## src/rtl/init_cmd_encoder.sv

```systemverilog
// -----------------------------------------------------------------------------
// init_cmd_encoder
//
// Turns the DDR4 init-sequencer command requests into registered DDR4 command
// pins. It also tracks which mode registers have been written, captures the
// CL/CWL/AL/BL fields, and flags protocol violations: tMRD/tMOD spacing,
// conflicting requests, an invalid MR select, and out-of-order commands.
//
// Parameters
//   TMRD      minimum CK_t cycles between successive MRS commands
//   TMOD      minimum CK_t cycles from the last MRS to ZQCL
//
// Ports
//   CK_t                      in   clock, rising edge
//   reset_n                   in   synchronous active-low reset
//   des_rdy/mrs_rdy/zqcl_rdy  in   command requests (at most one per cycle)
//   ini_done                  in   init-sequencer completion flag
//   mode_reg[21:0]            in   [20:18] MR select {BG0,BA1,BA0}, [17:0] A17..A0
//   CS_n..WE_n, BG, BA, ADDR  out  registered command pins
//   mr_valid[6:0]             out  bit n set once MRn has been issued
//   cl/cwl/al/bl_code         out  captured MR0/MR1/MR2 fields
//   cfg_valid                 out  init complete, all MRs written, no errors
//   cmd_err                   out  sticky protocol-violation flag
// -----------------------------------------------------------------------------
module init_cmd_encoder #(
  parameter int TMRD = 8,
  parameter int TMOD = 24
) (
  input  logic        CK_t,
  input  logic        reset_n,
  input  logic        des_rdy,
  input  logic        mrs_rdy,
  input  logic        zqcl_rdy,
  input  logic        ini_done,
  input  logic [21:0] mode_reg,
  output logic        CS_n,
  output logic        ACT_n,
  output logic        RAS_n,
  output logic        CAS_n,
  output logic        WE_n,
  output logic [1:0]  BG,
  output logic [1:0]  BA,
  output logic [17:0] ADDR,
  output logic [6:0]  mr_valid,
  output logic [3:0]  cl_code,
  output logic [2:0]  cwl_code,
  output logic [1:0]  al_code,
  output logic [1:0]  bl_code,
  output logic        cfg_valid,
  output logic        cmd_err
);

  typedef enum logic [1:0] {IDLE, CONFIG, ZQ_WAIT, DONE} state_t;

  localparam logic [5:0] TMRD_M1 = 6'(TMRD - 1);
  localparam logic [5:0] TMOD_M1 = 6'(TMOD - 1);

  // Pin bundle order: {CS_n, ACT_n, RAS_n, CAS_n, WE_n}
  localparam logic [4:0] CMD_DES  = 5'b11111;
  localparam logic [4:0] CMD_MRS  = 5'b01000;
  localparam logic [4:0] CMD_ZQCL = 5'b01110;

  state_t      state_q, state_d;
  logic [4:0]  cmd_q, cmd_d;
  logic [1:0]  bg_q, bg_d;
  logic [1:0]  ba_q, ba_d;
  logic [17:0] addr_q, addr_d;
  logic [6:0]  mr_valid_q, mr_valid_d;
  logic [3:0]  cl_code_q, cl_code_d;
  logic [2:0]  cwl_code_q, cwl_code_d;
  logic [1:0]  al_code_q, al_code_d;
  logic [1:0]  bl_code_q, bl_code_d;
  logic        cfg_valid_q, cfg_valid_d;
  logic        cmd_err_q, cmd_err_d;
  logic [5:0]  gap_q, gap_d;

  logic [1:0]  n_req;
  logic [2:0]  mr_sel;
  logic [17:0] mr_a;
  logic        unused_rsvd;

  assign n_req       = {1'b0, des_rdy} + {1'b0, mrs_rdy} + {1'b0, zqcl_rdy};
  assign mr_sel      = mode_reg[20:18];
  assign mr_a        = mode_reg[17:0];
  assign unused_rsvd = mode_reg[21];

  always_comb begin
    state_d    = state_q;
    cmd_d      = CMD_DES;
    bg_d       = 2'b00;
    ba_d       = 2'b00;
    addr_d     = 18'h0;
    mr_valid_d = mr_valid_q;
    cl_code_d  = cl_code_q;
    cwl_code_d = cwl_code_q;
    al_code_d  = al_code_q;
    bl_code_d  = bl_code_q;
    cmd_err_d  = cmd_err_q;
    gap_d      = (gap_q == 6'd63) ? gap_q : gap_q + 6'd1;

    // DONE ignores every request and the completion flag (which the
    // sequencer may leave asserted); the pins just keep driving DES.
    if (state_q != DONE) begin
      if (n_req > 2'd1) begin
        // Conflicting requests: nothing is issued.
        cmd_err_d = 1'b1;
      end else if (mrs_rdy) begin
        cmd_d  = CMD_MRS;
        bg_d   = {1'b0, mr_sel[2]};
        ba_d   = mr_sel[1:0];
        addr_d = mr_a;
        gap_d  = 6'd0;
        if (gap_q < TMRD_M1)     cmd_err_d = 1'b1;
        if (state_q == ZQ_WAIT)  cmd_err_d = 1'b1;
        if (mr_sel == 3'd7) begin
          cmd_err_d = 1'b1;
        end else begin
          for (int i = 0; i < 7; i++) begin
            if (mr_sel == 3'(i)) mr_valid_d[i] = 1'b1;
          end
        end
        case (mr_sel)
          3'd0: begin
            cl_code_d = {mr_a[6], mr_a[5], mr_a[4], mr_a[2]};
            bl_code_d = mr_a[1:0];
          end
          3'd1:    al_code_d  = mr_a[4:3];
          3'd2:    cwl_code_d = mr_a[5:3];
          default: ;
        endcase
        if (state_q == IDLE) state_d = CONFIG;
      end else if (zqcl_rdy) begin
        cmd_d      = CMD_ZQCL;
        addr_d[10] = 1'b1;
        // In IDLE mr_valid cannot be complete, so this also flags ZQCL there.
        if (gap_q < TMOD_M1 || mr_valid_q != 7'h7F) cmd_err_d = 1'b1;
        if (state_q == ZQ_WAIT) cmd_err_d = 1'b1;
        if (state_q == CONFIG)  state_d   = ZQ_WAIT;
      end

      if (ini_done) begin
        if (state_q == ZQ_WAIT) state_d   = DONE;
        else                    cmd_err_d = 1'b1;
      end
    end

    cfg_valid_d = (state_d == DONE) && (mr_valid_d == 7'h7F) && !cmd_err_d;
  end

  always_ff @(posedge CK_t) begin
    if (!reset_n) begin
      state_q     <= IDLE;
      cmd_q       <= CMD_DES;
      bg_q        <= 2'b00;
      ba_q        <= 2'b00;
      addr_q      <= 18'h0;
      mr_valid_q  <= 7'h0;
      cl_code_q   <= 4'h0;
      cwl_code_q  <= 3'h0;
      al_code_q   <= 2'h0;
      bl_code_q   <= 2'h0;
      cfg_valid_q <= 1'b0;
      cmd_err_q   <= 1'b0;
      gap_q       <= 6'd63;
    end else begin
      state_q     <= state_d;
      cmd_q       <= cmd_d;
      bg_q        <= bg_d;
      ba_q        <= ba_d;
      addr_q      <= addr_d;
      mr_valid_q  <= mr_valid_d;
      cl_code_q   <= cl_code_d;
      cwl_code_q  <= cwl_code_d;
      al_code_q   <= al_code_d;
      bl_code_q   <= bl_code_d;
      cfg_valid_q <= cfg_valid_d;
      cmd_err_q   <= cmd_err_d;
      gap_q       <= gap_d;
    end
  end

  assign {CS_n, ACT_n, RAS_n, CAS_n, WE_n} = cmd_q;
  assign BG        = bg_q;
  assign BA        = ba_q;
  assign ADDR      = addr_q;
  assign mr_valid  = mr_valid_q;
  assign cl_code   = cl_code_q;
  assign cwl_code  = cwl_code_q;
  assign al_code   = al_code_q;
  assign bl_code   = bl_code_q;
  assign cfg_valid = cfg_valid_q;
  assign cmd_err   = cmd_err_q;

endmodule

```

## config.mk

```make
export PLATFORM = sky130hd
export DESIGN_NAME = init_cmd_encoder
export DESIGN_NICKNAME = d
export VERILOG_FILES = /design/src/rtl/init_cmd_encoder.sv
export SDC_FILE = /design/constraint.sdc
export NUM_CORES = 1
export LEC_CHECK = 0
export BUFFER_PORTS_ARGS = -buffer_cell sky130_fd_sc_hd__buf_2
export CAP_MARGIN = 15
export CORE_MARGIN = 5
export CORE_UTILIZATION = 48
export DETAILED_ROUTE_END_ITERATION = 10
export PLACE_DENSITY = 0.79
export SYNTH_ARGS = -nofsm -noshare
export SYNTH_HDL_FRONTEND = slang
export SYNTH_SLANG_ARGS = --single-unit
```

## constraint.sdc

```tcl
create_clock -name CK_t -period 2.2 [get_ports CK_t]
set_input_delay 0.44 -clock CK_t [delete_from_list [all_inputs] [get_ports CK_t]]
set_output_delay 0.44 -clock CK_t [all_outputs]
set_load 0.03 [all_outputs]
```

Yosys cells after proc, flatten, opt, wreduce, memory -nomap -nowiden
Cells that the tools add are included.
Storage, ports and cells
  input bits: 28
  word-level logic and storage cells: 90
  register bits after elaboration: 55
Cells by class
  mux-type cells: 38
  magnitude comparators: 3
  add/sub/neg operators: 3
  bitwise operators: 4
  eq/ne operators: 14
  reductions and logical operators: 12
Operators by type and width (number)
  $mux W7: 4
  $mux W6: 4
  $mux W1: 20
  $mux W2: 8
  $eq A3 B3 Y1 const B: 4
  $reduce_and A4 Y1: 3
  $mux W5: 2
  $reduce_or A4 Y1: 2
  $eq A7 B7 Y1 const B: 1
  $ne A7 B7 Y1 const B: 1
  $add A6 B1 Y6 const B: 1
  $eq A3 B2 Y1 const B: 2
  $eq A6 B6 Y1 const B: 1
  $lt A6 B3 Y1 const B: 1
  $lt A6 B5 Y1 const B: 1
  $eq A2 B2 Y1 const B: 2
  $not A1 Y1: 4
  $eq A3 B1 Y1 const B: 1
  $logic_not A3 Y1: 1
  $reduce_or A3 Y1: 1
  $add A1 B1 Y2: 1
  $add A2 B1 Y2: 1
  $eq A2 B1 Y1 const B: 1
  $gt A2 B1 Y1 const B: 1
  other kinds (5): 6

Depth between registers and ports, before layout
Gate-level depths: netlist (run 1).
  depth in word-level cells: 12
  gate-level depth with buffers: 7
  mapped depth without buffers: 6

Worst setup path before layout (run 1)
Ideal clock, no wire load.
  path type: input-to-reg
  start: input port des_rdy
  end: register cfg_valid_q (netlist: cfg_valid)
  required time: 2.113 ns
  path slack: 0.351 ns
  arrival time: 1.762 ns
  library setup time: 0.087 ns
  cell stages on the path: 6
  cells stage by stage: ha_1 -> and4bb_2 -> a41oi_1 -> and2b_1 -> nand4b_1 -> nor4b_2
Between the ends
  longest elaborated chain between the ends: 10
Ends and longest elaborated chain
  start: declaration: RTL line 31  | input logic des_rdy,
  $add A1 B1 Y2 (*): RTL line 82  | assign n_req = {1'b0, des_rdy} + {1'b0, mrs_rdy} + {1'b0, zqcl_rdy};
  $add A2 B1 Y2 (*): RTL line 82
  $gt A2 B1 Y1 (*): RTL line 104  | if (n_req > 2'd1) begin
  $mux W2: RTL line 104
  $mux W2: RTL line 142  | if (state_q == ZQ_WAIT) state_d = DONE;
  $mux W2: RTL line 141  | if (ini_done) begin
  $mux W2: RTL line 103  | if (state_q != DONE) begin
  $eq A2 B2 Y1: RTL line 147  | cfg_valid_d = (state_d == DONE) && (mr_valid_d == 7'h7F) && !cmd_err_d;
  $logic_and A1 B1 Y1: RTL line 147
  $logic_and A1 B1 Y1 (*): RTL line 147
  end signal: assignment: RTL line 176  | cfg_valid_q <= cfg_valid_d;
  end: declaration: RTL line 73  | logic cfg_valid_q, cfg_valid_d;
Every way passes the cells marked *; elsewhere a longest branch is shown, timed or not.
A chain may end at the register's enable or synchronous reset.

Worst setup path in the final report (run 1)
  start: input port zqcl_rdy
  end: register cfg_valid_q (netlist: cfg_valid)
Between the ends
  longest elaborated chain between the ends: 9
Ends and longest elaborated chain
  start: declaration: RTL line 33  | input logic zqcl_rdy,
  $add A2 B1 Y2 or $mux W2 (tied branches): RTL line 82, 132
  $gt A2 B1 Y1 or $mux W2 (tied branches): RTL line 104, 107
  $mux W2: RTL line 104
  $mux W2: RTL line 142
  $mux W2: RTL line 141
  $mux W2: RTL line 103
  $eq A2 B2 Y1: RTL line 147
  $logic_and A1 B1 Y1: RTL line 147
  $logic_and A1 B1 Y1 (*): RTL line 147
Marks and branches as above.

==> results of run 1 <==
[cell usage in the layout (no fill, tap or decap), types with 3 or more instances in the layout]
master    instances
nand3_1          10
a21oi_1          10
nor2b_1          10
buf_4             6
buf_2            71
and2_1           20
nor2_1            4
clkbuf_8          6
a211oi_1          3
mux2i_1           6
inv_1             5
o21ai_0           4
nand2_1          17
dfxtp_1          51
o21a_1            3
a21boi_0          9
a31oi_1           5
nand4_1           3
[routing by layer]
metal / GRT usage / vias up
li1: - / 828
met1: 0.2064 / 754
met2: 0.2718 / 65
met3: 0.04406 / 5
met4: 0.07312 / 0
met5: 0 / -
[metrics by stage]
step,total power [mW],hold slack [ps]
2_1_floorplan,1.374,527.2
3_3_place_gp,1.459,447.6
3_5_place_dp,1.474,455.6
4_1_cts,2.030,321.4
5_1_grt,2.134,332.5
6_report,2.010,333.5
[layout make-up]
cell class | instances | share of cell area
Sequential cell | 51 | 0.4098
Clock inverter | 1 | 0.003516
Multi-Input combinational cell | 132 | 0.3506
Inverter | 5 | 0.007534
Timing Repair Buffer | 78 | 0.1688
Tap cell | 50 | 0.02511
Clock buffer | 7 | 0.03466
[path summary, 6_finish.rpt]
kind | start | endpoint | slack (ps)
max | zqcl_rdy | cfg_valid | 390
min | mode_reg[11] | ADDR[11] | 330
max reg2reg | state_q[1] | cfg_valid | 570
min reg2reg | cl_code[1] | cl_code[1] | 460
[where the power goes]
part	internal [mW]	switching, mW	leakage (nW)	total, mW
clock	0.258	0.298	0.0484	0.556
sequential	0.993	0.0632	0.415	1.06
combinational	0.174	0.223	0.671	0.397
total	1.42	0.585	1.13	2.01
[synth_stat cells, types with 2 or more instances]
cell type | count | share of area
a41oi_1 | 2 | 0.0087
conb_1 | 2 | 0.0037
and2_1 | 20 | 0.062
o21a_1 | 3 | 0.011
and2b_1 | 2 | 0.0074
buf_4 | 8 | 0.030
nor2_1 | 4 | 0.0074
nand2_1 | 17 | 0.032
and4bb_2 | 2 | 0.012
buf_6 | 2 | 0.011
o21ai_0 | 4 | 0.0099
nand3_1 | 10 | 0.025
mux2i_1 | 6 | 0.030
ha_1 | 2 | 0.012
a21boi_0 | 9 | 0.033
nand2b_1 | 2 | 0.0062
a31oi_1 | 5 | 0.016
nor2b_1 | 10 | 0.031
a21oi_1 | 10 | 0.025
inv_1 | 5 | 0.0093
clkbuf_1 | 3 | 0.0056
dfxtp_1 | 51 | 0.51
a211oi_1 | 3 | 0.011
nand4_1 | 3 | 0.0093
and3_1 | 2 | 0.0062
[sequential cells by signal, summed over array words and instances (netlist names), 2 cells and up]
name      count
BA            2
cwl_code      3
ADDR         18
state_q       2
bl_code       2
al_code       2
mr_valid      7
cmd_q         2
cl_code       4
gap_q         6
[logic make-up after synthesis]
kind of cell             after synthesis  synth area share
flip-flops                            51            0.5062
XOR/XNOR                               2          0.008686
AO/OA/AOI/OAI                         41            0.1421
adder cells (fa/ha/maj)                2           0.01240
AND/OR/NAND/NOR                       79            0.2363
buffers and inverters                 20           0.06079
other                                  2          0.003723
multiplexers                           6           0.02978
==> flow_metrics.env, run 1 <==
export IMPL_status="complete, no violations"
export IMPL_seqCellArea_mm2=0.001021
export IMPL_layout_area_overhead_vs_synth_pct=23.51
export IMPL_report_final_slew_viol_count=0
export IMPL_yosys_warnings=0
export IMPL_synth_avg_cell_area_um2=9.936
export IMPL_cts_buffers=5
export IMPL_place_congestion=0.8854
export IMPL_via_per_inst=5.099
export IMPL_max_freq_mhz=552.3
export IMPL_finalCoreUtilization=0.6183
export IMPL_setup_tns_ps=0
export IMPL_slowest_delay_ps=350
export IMPL_hold_path_class="in2reg"
export IMPL_fin_nets=303
export IMPL_fin_crit_ps=1811
export IMPL_vias=1652
export IMPL_top_layer_used="met4"
export IMPL_endpoint_kind="flop"
export IMPL_wl_per_cell_um=13.53
export IMPL_wl_mm=4.385
export IMPL_finalSetupViolCount=0
export IMPL_p_per_area_mw_per_mm2=806.7
export IMPL_finClkSkew_ps=7.494
export IMPL_rsz0062_at_grt="false"
export IMPL_cp_data_arrival_time_ps=2030
export IMPL_synth_cells=203
export IMPL_pre_cts_slack_ps=80.41
export IMPL_dp_hpwl_mm=3.294
export IMPL_wl_met2_mm=2.017
export IMPL_grt_ovfl_total=0
export IMPL_coreArea_mm2=0.004029
export IMPL_multiInputGateArea_um2=873.3
export IMPL_cp_start_kind="input port"
export IMPL_clkSinkCount=51
export IMPL_critPathKind="in2reg"
export IMPL_p_leak_nw=1.134
export IMPL_r2r_cells=5
export IMPL_fp_dieW_um=74.82
export IMPL_finalCritPeriodShare=0.8230
export IMPL_cp_required_ps=2420
export IMPL_grt_pass1_wl_mm=7.044
export IMPL_antennaDiodeCount=0
export IMPL_root_buffer="clkbuf_8"
export IMPL_syn_nets=233
export IMPL_crit_path_top_delay_cell="ha_1"
export IMPL_cp_num_cells=7
export IMPL_hold_viol_final=0
export IMPL_dr_wl_met3_um=379
export IMPL_crit_family="simple AND/OR/NAND/NOR gates"
export IMPL_ant_nets=0
export IMPL_start_util=0.5006
export IMPL_cts_resized=0
export IMPL_postLayoutSetupSlackWorst_ps=389.4
export IMPL_ir_worst_vdd_mv=0.3756
export IMPL_holdPathStages=2
export IMPL_ctsHoldBuffers=0
export IMPL_grt_total_usage=0.1666
export IMPL_drive_above_1_share=0.3358
export IMPL_die_h_um=74.82
export IMPL_cts_tree="built"
export IMPL_placed_cells=316
export IMPL_clk_pin_slew_ps=90
export IMPL_crit_chain="buf_2 > ha_1 > nor4b_4 > and3_1 > o2bb2ai_1 > nand4b_1 > nor4b_2"
export IMPL_cts_htree_levels=2
export IMPL_num_rows=23
export IMPL_yosysSeqAreaShare=0.5062
export IMPL_critPathBufInv=1
export IMPL_first_global_vias=1546
export IMPL_yosysUniqueCellTypes=41
export IMPL_yosys_most_used_dff="dfxtp_1"
export IMPL_drt_met1_wl_mm=1.908
export IMPL_clock_latency_ps=300
export IMPL_grt_start_max_net_pins=25
export IMPL_port_buffers=71
export IMPL_ys_seq_elements=51
export IMPL_finalNonFillerCells=324
export IMPL_dr_first_iter_drc_count=133
export IMPL_drc=0
export IMPL_fill_cells=340
export IMPL_synth_async_reset_ratio=0
export IMPL_io_pins=75
export IMPL_final_area_mm2=0.002491
export IMPL_cp_max_fo=5
export IMPL_placed_cell_area_mm2=0.002396
export IMPL_syn_area_mm2=0.002017
export IMPL_drv_cap=0
export IMPL_post_cts_buffers=0
export IMPL_antenna_found_initial=0
export IMPL_synth_edff_count=0
export IMPL_dieArea_mm2=0.005598
export IMPL_drt_pass1_iterations=4
export IMPL_clockBufferDepth=2
Power figures use the tool's default switching activity.
==> run 2: changes to the inputs <==
- clock period: 2.2 -> 1.75 ns (I/O delays scaled with it)
==> flow_metrics.env, run 2 (synthesized netlist as in run 1, its figures left out) <==
export IMPL_status="complete, no violations"
export IMPL_io_pins=75
export IMPL_drc=0
export IMPL_placed_cell_area_mm2=0.002469
export IMPL_root_buffer="clkbuf_8"
export IMPL_report_final_slew_viol_count=0
export IMPL_wl_mm=4.491
export IMPL_port_buffers=71
export IMPL_ir_worst_vdd_mv=0.5489
export IMPL_p_leak_nw=1.176
export IMPL_grt_ovfl_total=0
export IMPL_p_per_area_mw_per_mm2=1004
export IMPL_seqCellArea_mm2=0.001022
export IMPL_fp_dieW_um=74.82
export IMPL_clkSinkCount=51
export IMPL_endpoint_kind="flop"
export IMPL_max_freq_mhz=626.4
export IMPL_hold_path_class="in2reg"
export IMPL_rsz0062_at_grt="false"
export IMPL_dr_first_iter_drc_count=115
export IMPL_antennaDiodeCount=0
export IMPL_crit_chain="buf_2 > ha_4 > and4bb_2 > a41oi_1 > and2b_1 > nand4b_1 > nor4b_2"
export IMPL_via_per_inst=5.033
export IMPL_critPathKind="in2reg"
export IMPL_crit_path_top_delay_cell="and4bb_2"
export IMPL_cts_tree="built"
export IMPL_cp_start_kind="input port"
export IMPL_post_cts_buffers=0
export IMPL_final_area_mm2=0.002574
export IMPL_drt_pass1_iterations=4
export IMPL_num_rows=23
export IMPL_layout_area_overhead_vs_synth_pct=27.61
export IMPL_p_total_mw=2.583
export IMPL_fin_nets=311
export IMPL_cts_htree_levels=2
export IMPL_final_common_cell="buf_2"
export IMPL_place_congestion=0.8526
export IMPL_cts_buffers=5
export IMPL_coreArea_mm2=0.004029
export IMPL_clock_latency_ps=300
export IMPL_dieArea_mm2=0.005598
export IMPL_grt_pass1_wl_mm=7.065
export IMPL_critPathBufInv=1
export IMPL_cp_required_ps=1970
export IMPL_start_util=0.5006
export IMPL_finalCritPeriodShare=0.9122
export IMPL_cp_data_arrival_time_ps=1820
export IMPL_wl_per_cell_um=13.53
export IMPL_drive_above_1_share=0.3652
export IMPL_antenna_found_initial=0
export IMPL_hold_viol_final=0
export IMPL_crit_family="simple AND/OR/NAND/NOR gates"
export IMPL_clk_pin_slew_ps=100
export IMPL_fill_cells=342
export IMPL_r2r_slack_ps=190
export IMPL_clockBufferDepth=2
export IMPL_die_h_um=74.82
export IMPL_grt_total_usage=0.1651
export IMPL_ant_nets=0
export IMPL_fin_crit_ps=1596
export IMPL_final_cell_mix="buf_2 (71), dfxtp_1 (50), and2_1 (20), nand2_1 (17), buf_4 (14)"
export IMPL_drv_cap=0
export IMPL_finClkSkew_ps=9.450
export IMPL_cp_max_fo=5
export IMPL_finalSetupViolCount=0
export IMPL_first_global_vias=1487
export IMPL_multiInputGateArea_um2=885.9
export IMPL_vias=1671
export IMPL_slowest_delay_ps=330
export IMPL_largest_register_ffs=18
export IMPL_dp_hpwl_mm=3.380
export IMPL_grt_start_max_net_pins=25
run 2: changes by cell type in the layout (fill, tap and decap cells not counted):
cell / previous run / this run
ha_4: 0 / 1
clkbuf_8: 6 / 7
dfxtp_1: 51 / 50
clkbuf_1: 1 / 0
clkinvlp_4: 0 / 1
dfxtp_2: 0 / 1
ha_1: 2 / 1
buf_4: 6 / 14
clkinv_4: 1 / 0
run 2: final timing paths:
path | depth (start not counted) | endpoint | start
max | 7 | cfg_valid | des_rdy
min | 2 | ADDR[9] | mode_reg[9]
max reg2reg | 5 | cfg_valid | mr_valid[0]
min reg2reg | 2 | cl_code[3] | cl_code[3]
run 2: routing by layer:
layer / vias to the layer above / track usage / routed length (µm)
met5: - / 0 / 0
met4: 0 / 0.06324 / 51
met3: 5 / 0.04940 / 420
met2: 72 / 0.2727 / 2176
met1: 751 / 0.2021 / 1843
li1: 843 / - / -
run 2: what timing repair did:
item / in CTS / in global routing
endpoints found under the setup margin: 0 / 1
hold buffers: 0 / 0
gates resized for setup: 0 / 1
run 2: area by class of cell:
type / count / share of cell area
inverters: 5 / 0.007292
flip-flops and latches: 51 / 0.3972
well taps: 50 / 0.02431
repair buffers: 86 / 0.1867
multi-input cells: 132 / 0.3442
clock buffers: 7 / 0.03743
clock inverters: 1 / 0.002917
run 2: power breakdown:
group / leakage (nW) / total, mW / switching, mW / internal [mW]
clock network: 0.0505 / 0.741 / 0.381 / 0.360
registers: 0.416 / 1.33 / 0.0782 / 1.25
logic: 0.710 / 0.516 / 0.284 / 0.232
total: 1.18 / 2.58 / 0.743 / 1.84
run 2: metrics by stage:
step,setup WS [ps],std cells,TNS (ps),hold WS (ps),util
final,153.7,332,0,245.5,0.6388
after global routing,11.71,332,0,234.3,0.6388
after floorplan,121.1,203,0,471.7,-
after global placement,-110.8,324,-327.7,446.3,0.6127
after CTS,82.70,332,0,240.3,0.6385
after detailed placement,-164.7,324,-612.3,454.4,0.6127
